### src/rtl/multi_strobe_sync_pkg.sv
// Shared definitions for the multi-channel strobe synchroniser.
//   EDGE_* : per-channel edge-select codes carried on the mode bus
//   clog2  : counter width helper, never returns less than 1
package multi_strobe_sync_pkg;

  localparam logic [1:0] EDGE_NONE = 2'b00;
  localparam logic [1:0] EDGE_RISE = 2'b01;
  localparam logic [1:0] EDGE_FALL = 2'b10;
  localparam logic [1:0] EDGE_BOTH = 2'b11;

  function automatic int clog2(input int value);
    int r;
    r = 1;
    while ((1 << r) < value) r++;
    return r;
  endfunction

endpackage

### src/rtl/strobe_sync_ch.sv
// One strobe channel: synchroniser -> glitch filter -> edge qualifier ->
// fixed-width pulse generator, plus sticky overrun flag and event counter.
// Ports:
//   clk_sys, rst : clock, synchronous active-high reset
//   strb_i       : asynchronous strobe input
//   en           : channel enable (gates pulse, count and overrun)
//   mode         : edge select (EDGE_NONE/RISE/FALL/BOTH)
//   clr          : clears overrun flag and event counter
//   pulse_o      : registered output pulse, polarity set by ACTIVE_LOW
//   overrun_o    : sticky, qualified edge seen while a pulse was running
//   evt_cnt_o    : wrapping count of enabled qualified edges
module strobe_sync_ch
  import multi_strobe_sync_pkg::*;
#(
  parameter int SYNC_STAGES = 2,
  parameter int FILT_LEN    = 2,
  parameter int PULSE_W     = 1,
  parameter bit IDLE_LEVEL  = 1'b1,
  parameter bit ACTIVE_LOW  = 1'b1,
  parameter int CNT_W       = 8
) (
  input  logic             clk_sys,
  input  logic             rst,
  input  logic             strb_i,
  input  logic             en,
  input  logic [1:0]       mode,
  input  logic             clr,
  output logic             pulse_o,
  output logic             overrun_o,
  output logic [CNT_W-1:0] evt_cnt_o
);

  localparam int FCW = clog2(FILT_LEN + 1);
  localparam int PCW = clog2(PULSE_W + 1);
  // The filter accepts the new level on the cycle its counter would reach FILT_LEN.
  localparam logic [FCW-1:0] FILT_LAST  = FCW'(FILT_LEN - 1);
  localparam logic [PCW-1:0] PULSE_LOAD = PCW'(PULSE_W);
  localparam logic           PULSE_ON   = ~ACTIVE_LOW;

  logic [SYNC_STAGES-1:0] sync_q, sync_d;
  logic                   f_q, f_d;
  logic [FCW-1:0]         filt_cnt_q, filt_cnt_d;
  logic [PCW-1:0]         pulse_cnt_q, pulse_cnt_d;
  logic                   pulse_q, pulse_d;
  logic                   ovr_q, ovr_d;
  logic [CNT_W-1:0]       cnt_q, cnt_d;

  logic s;
  logic toggle;
  logic qual;
  logic fire;
  logic busy;

  always_comb begin
    sync_d     = {sync_q[SYNC_STAGES-2:0], strb_i};
    s          = sync_q[SYNC_STAGES-1];
    f_d        = f_q;
    filt_cnt_d = '0;
    toggle     = 1'b0;
    // Any return of s to f drops the counter, discarding a short excursion.
    if (s != f_q) begin
      if (filt_cnt_q == FILT_LAST) begin
        f_d    = ~f_q;
        toggle = 1'b1;
      end else begin
        filt_cnt_d = filt_cnt_q + 1'b1;
      end
    end

    // Qualification looks at the direction of the toggle (new level of f),
    // so a mode change alone can never produce an edge.
    case (mode)
      EDGE_NONE: qual = 1'b0;
      EDGE_RISE: qual = toggle & f_d;
      EDGE_FALL: qual = toggle & ~f_d;
      EDGE_BOTH: qual = toggle;
      default:   qual = 1'b0;
    endcase

    fire = qual & en;
    busy = (pulse_cnt_q != '0);

    // No retrigger: an edge during a running pulse only raises overrun.
    if (!en)               pulse_cnt_d = '0;
    else if (fire && !busy) pulse_cnt_d = PULSE_LOAD;
    else if (busy)         pulse_cnt_d = pulse_cnt_q - 1'b1;
    else                   pulse_cnt_d = '0;

    // Gating with en makes a mid-pulse disable take effect on the next edge.
    pulse_d = (en && busy) ? PULSE_ON : ~PULSE_ON;

    if (clr) begin
      ovr_d = 1'b0;
      cnt_d = '0;
    end else begin
      ovr_d = ovr_q | (fire & busy);
      cnt_d = fire ? cnt_q + 1'b1 : cnt_q;
    end
  end

  always_ff @(posedge clk_sys) begin
    if (rst) begin
      sync_q      <= {SYNC_STAGES{IDLE_LEVEL}};
      f_q         <= IDLE_LEVEL;
      filt_cnt_q  <= '0;
      pulse_cnt_q <= '0;
      pulse_q     <= ~PULSE_ON;
      ovr_q       <= 1'b0;
      cnt_q       <= '0;
    end else begin
      sync_q      <= sync_d;
      f_q         <= f_d;
      filt_cnt_q  <= filt_cnt_d;
      pulse_cnt_q <= pulse_cnt_d;
      pulse_q     <= pulse_d;
      ovr_q       <= ovr_d;
      cnt_q       <= cnt_d;
    end
  end

  assign pulse_o   = pulse_q;
  assign overrun_o = ovr_q;
  assign evt_cnt_o = cnt_q;

endmodule

### src/rtl/multi_strobe_sync.sv
// N-channel strobe synchroniser / pulse generator. Each channel is an
// independent strobe_sync_ch; this level only slices the buses.
// Ports:
//   clk_sys, rst : clock, synchronous active-high reset
//   strb_i[N_CH] : asynchronous strobes;  en[N_CH] : per-channel enables
//   mode[2*N_CH] : edge select, channel c at [2c+1:2c]
//   clr          : clears all overrun flags and event counters
//   pulse_o, overrun_o : per-channel outputs
//   evt_cnt_o    : event counters, channel c at [CNT_W*(c+1)-1:CNT_W*c]
module multi_strobe_sync
  import multi_strobe_sync_pkg::*;
#(
  parameter int N_CH        = 4,
  parameter int SYNC_STAGES = 2,
  parameter int FILT_LEN    = 2,
  parameter int PULSE_W     = 1,
  parameter bit IDLE_LEVEL  = 1'b1,
  parameter bit ACTIVE_LOW  = 1'b1,
  parameter int CNT_W       = 8
) (
  input  logic                  clk_sys,
  input  logic                  rst,
  input  logic [N_CH-1:0]       strb_i,
  input  logic [N_CH-1:0]       en,
  input  logic [2*N_CH-1:0]     mode,
  input  logic                  clr,
  output logic [N_CH-1:0]       pulse_o,
  output logic [N_CH-1:0]       overrun_o,
  output logic [N_CH*CNT_W-1:0] evt_cnt_o
);

  for (genvar c = 0; c < N_CH; c++) begin : g_ch
    strobe_sync_ch #(
      .SYNC_STAGES(SYNC_STAGES),
      .FILT_LEN   (FILT_LEN),
      .PULSE_W    (PULSE_W),
      .IDLE_LEVEL (IDLE_LEVEL),
      .ACTIVE_LOW (ACTIVE_LOW),
      .CNT_W      (CNT_W)
    ) u_ch (
      .clk_sys  (clk_sys),
      .rst      (rst),
      .strb_i   (strb_i[c]),
      .en       (en[c]),
      .mode     (mode[2*c +: 2]),
      .clr      (clr),
      .pulse_o  (pulse_o[c]),
      .overrun_o(overrun_o[c]),
      .evt_cnt_o(evt_cnt_o[CNT_W*c +: CNT_W])
    );
  end

endmodule

### config.mk
export PLATFORM = sky130hd
export DESIGN_NAME = multi_strobe_sync
export DESIGN_NICKNAME = d
export VERILOG_FILES = /design/src/rtl/multi_strobe_sync_pkg.sv /design/src/rtl/strobe_sync_ch.sv /design/src/rtl/multi_strobe_sync.sv
export SDC_FILE = /design/constraint.sdc
export NUM_CORES = 1
export LEC_CHECK = 0
export CAP_MARGIN = 20
export CORE_MARGIN = 1
export CORE_UTILIZATION = 25
export CTS_CLUSTER_SIZE = 16
export DETAILED_ROUTE_END_ITERATION = 10
export MAX_ROUTING_LAYER = met4
export PLACE_DENSITY = 0.44
export SKIP_CTS_REPAIR_TIMING = 1
export SLEW_MARGIN = 25
export SYNTH_ARGS = -nofsm -noshare
export SYNTH_HDL_FRONTEND = slang
export SYNTH_SLANG_ARGS = --single-unit
export TNS_END_PERCENT = 30
### constraint.sdc
create_clock -name clk_sys -period 2 [get_ports clk_sys]
set_input_delay 0.4 -clock clk_sys [delete_from_list [all_inputs] [get_ports clk_sys]]
set_output_delay 0.4 -clock clk_sys [all_outputs]
set_load 0.01 [all_outputs]
==> results of run 1 <==
state kept, by name, summed over array words and instances (netlist names):
signal / cells
g_ch.u_ch.sync_q: 8
g_ch.u_ch.pulse_o: 4
g_ch.u_ch.f_q: 4
g_ch.u_ch.filt_cnt_q: 8
g_ch.u_ch.busy: 4
g_ch.u_ch.evt_cnt_o: 32
g_ch.u_ch.overrun_o: 4
worst max path at each step:
stage / to / slack [ps]
after floorplan: g_ch[2].u_ch.evt_cnt_o[7] / 220
after global placement: g_ch[3].u_ch.evt_cnt_o[5] / -370
after detailed placement: g_ch[0].u_ch.evt_cnt_o[0] / -450
after CTS: g_ch[0].u_ch.evt_cnt_o[0] / -70
after global routing: g_ch[1].u_ch.evt_cnt_o[7] / -80
final: g_ch[1].u_ch.evt_cnt_o[7] / 30
cell usage in the layout (no fill, tap or decap), drive strengths merged, types with 14 or more instances in the layout:
cell / Yosys / layout
nand3: 15 / 15
dfxtp: 64 / 64
o21ai: 29 / 30
a21oi: 20 / 20
or3: 21 / 21
clkdlybuf4s50: 0 / 52
nor2: 18 / 18
ha: 20 / 20
inv: 14 / 14
buf: 12 / 36
nand2: 26 / 26
cell type report:
class                      instances  area (um^2)
fill                            1163         6720
multi-input combinational        218         1580
sequential                        64         1280
timing repair buffer              95          881
tap                              140          175
clock buffer                      13          159
inverter                          14         52.6
clock inverter                     3         40.0
worst reg2reg max path, delay by kind of cell, from the launching register on:
kind,cells,cell delay [ps]
and+or+nand+nor,1,360
AOI/OAI and AO/OA,2,260
DFF,1,380
buffers and inverters,1,150
adders and majority gates,1,170
muxes,2,590
Yosys cell counts:
cell	n	area (um^2)
nand3_1	15	75.1
or4_1	3	22.5
and3_1	3	18.8
nor3_1	7	35.0
a21oi_1	20	100
ha_1	20	250
nor3_2	1	10.0
inv_1	14	52.6
or3_1	21	131
nor2_1	18	67.6
and2_1	2	12.5
mux2i_1	8	80.1
or2_2	9	56.3
clkbuf_1	6	22.5
o21ai_0	25	125
o211ai_1	4	30.0
o31ai_1	3	22.5
buf_2	4	20.0
nand2_1	26	97.6
dfxtp_1	64	1280
xnor2_1	4	35.0
buf_4	8	60.1
nand2b_1	7	43.8
xor2_1	8	70.1
or2b_1	1	7.51
o21ai_1	3	15.0
nand3b_1	4	30.0
nand4_1	4	25.0
o21ai_2	1	8.76
through the flow:
stage | setup slack [ps] | TNS, ps | std cells | utilization, %
6_report | 26.2 | 0 | 547 | 38.3
5_1_grt | -80.4 | -542 | 547 | 38.3
4_1_cts | -66.6 | -217 | 536 | 35.5
3_5_place_dp | -450 | -9690 | 520 | 33.6
3_3_place_gp | -374 | -8390 | 520 | 33.6
2_1_floorplan | 216 | 0 | 313 | -
power groups by stage:
stage / clock network [mW] / registers [mW] / logic, mW
2_1_floorplan: 0 / 1.32 / 0.0696
3_3_place_gp: 0 / 1.32 / 0.150
3_5_place_dp: 0 / 1.32 / 0.152
4_1_cts: 1.19 / 1.29 / 0.152
5_1_grt: 1.25 / 1.29 / 0.205
6_report: 1.15 / 1.29 / 0.185
cell families (layout without fill, tap and decap cells):
group                      Yosys count  count (layout)  share of synthesized area, %
DFF                                 64              64                          45.7
and+or+nand+nor                    121             121                          22.6
buffers and inverters               32             125                          5.53
adders and majority gates           20              20                          8.92
muxes                                8               8                          2.85
xor gates and xnor gates            12              12                          3.74
AOI/OAI and AO/OA                   56              57                          10.7
metal layers:
metal / global-route usage, % / up-vias
met1: 15.2 / 1128
li1: - / 1249
met5: - / -
met4: 7.63 / 0
met2: 16.5 / 44
met3: 2.23 / 13
==> summary.md, run 1 <==
| Metric | Value |
|---|---|
| Run status | completed |
| Fmax | 507 MHz |
| Top Layer Used | met4 |
| Hold path depth | 1 |
| Number of global-route vias before repair | 2242 |
| Synth unique cells | 29 |
| Worst path max stage delay | roughly 380 ps |
| Top delay family on crit path | multiplexers |
| Worst R2R Start | g_ch[1].u_ch.filt_cnt_q[0] |
| Final min period | just under 2000 ps |
| Initial core utilization | roughly a quarter |
| Clock latency on the worst-skew pair | around 340 ps |
| Synthesized Nets | roughly 350 |
| Switching share of power | between 20% and 30% |
| Max clock buf depth | 2 |
| Clock Power Share | a little over two fifths |
| R2r worst-path depth | 7 |
| Netlist Area Pre-Place | 0.00281 mm^2 |
| Rel. slew slack | between 50% and 60% |
| Chip height | between 100 and 150 um |
| Maximum vdd drop | 366 uV |
| Initial antenna violation count | 0 |
| Worst-path fanout max | 7 |
| Drt pass-1 iters | 4 |
| Grt ovf | 0 |
| CP endpoint kind | register |
| Critical path depth | 7 |
| Seq cells post-synth | 64 |
| Total GRT Usage | 11.7% |
| Row count | 38 |
| Full die area | between 0.01 and 0.015 mm^2 |
| Hold crit path type | reg2reg |
| IO Port Bufs | 58 |
| Metal2 WL | slightly below 3000 um |
| Met3 wire length | ~240 um |
| Critical path type | reg2reg |
| Routed length per placed instance | ~12 um |
| Worst EP required | ~2300 ps |
| Static Leak | approximately 1.5 nW |
| DRC viols | 0 |
| Seq pwr share | roughly half |
| Area Overhead vs Synth | 48.5% |
| Worst Hold Launch | g_ch[1].u_ch.sync_q[0] |
| Total internal power | approximately 2 mW |
| Gate power share | about 7% |
| Largest net degree at the start of global routing | 29 |
| Clock tree sinks | 64 |
| TritonCTS clock tree | done |
| Skew final | 5.07 ps |
| Psw | approximately 0.60 mW |
| Clock slew at reported path FFs | ~70 ps |
| Post-Route WL | around 6500 um |
| Reg2Reg Setup Slack | about 26 ps |
| PwrDens | approximately 630 mW/mm^2 |
| Pins Over Slew Limit | 0 |
| Max-Cap Viols | 0 |
| Post-Layout Inst Area | 0.00417 mm^2 |
| # IOs | 59 |
| Slew @ Worst Pin | ~700 ps |
| CTS Buf Count | 9 |
| Slowest-stage cell, CP | dfxtp_1 |
| Ant diodes | 0 |
| First-pass GRT wire length | between 10000 and 15000 um |
| R2R Path End | g_ch[1].u_ch.evt_cnt_o[7] |
| # setup viols final | 0 |
| Vias | 2434 |
| Fin Hold WS | 411 ps |
| Starting DRT DRC Count | 58 |
| Worst hold path endpoint | g_ch[1].u_ch.sync_q[1] |
| Most used cell along the critical path | mux2i_2 |
| Final Wtd Congestion | approximately 0.74 |
| Post-route ant nets | 0 |
| Overall power | about 2.6 mW |
| Core box area | 0.0109 mm^2 |
| CP Cell Sequence | ha_4, mux2i_2, mux2i_2, o21ai_2, buf_6, or3_1, a21oi_2 |
| Wl on met1 | approximately 3200 um |
| Arr. time, crit path | roughly 2300 ps |
| Vias per cell | between 4 and 5 |
| Final #Nets | ~440 |
| Register area share after synthesis | about 46% |
| Final period utilization | between 90% and 100% |
| Final hold violations | 0 |
| Layout cells sized above 1 | between 20% and 30% |
| H-tree level count | 3 |
| RSZ-0062 raised after global routing | yes |
| Worst Setup SP | g_ch[1].u_ch.filt_cnt_q[0] |
| Startpoint types | register |
| Syn_area_per_cell | roughly 9.0 um^2 |
| Dpl cell area | between 0.003 and 0.004 mm^2 |
| Syn. warnings | 0 |
| Mapped Cells | 313 |
| CTS root buf | clkbuf_8 |
| Buf/Inv on CP | 1 |
| Chip width | about 110 um |
| Dpl hpwl | roughly 4200 um |
Power figures use the tool's default switching activity.
==> inputs of run 2 (changes only) <==
--- a/config.mk
+++ b/config.mk
@@ -5,7 +5,7 @@
 export SDC_FILE = /design/constraint.sdc
 export NUM_CORES = 1
 export LEC_CHECK = 0
-export CAP_MARGIN = 20
+export CAP_MARGIN = 40
 export CORE_MARGIN = 1
 export CORE_UTILIZATION = 25
 export CTS_CLUSTER_SIZE = 16
==> results of run 2 <==
Same layout as run 1: the final DEF is identical, and so are final timing and power.
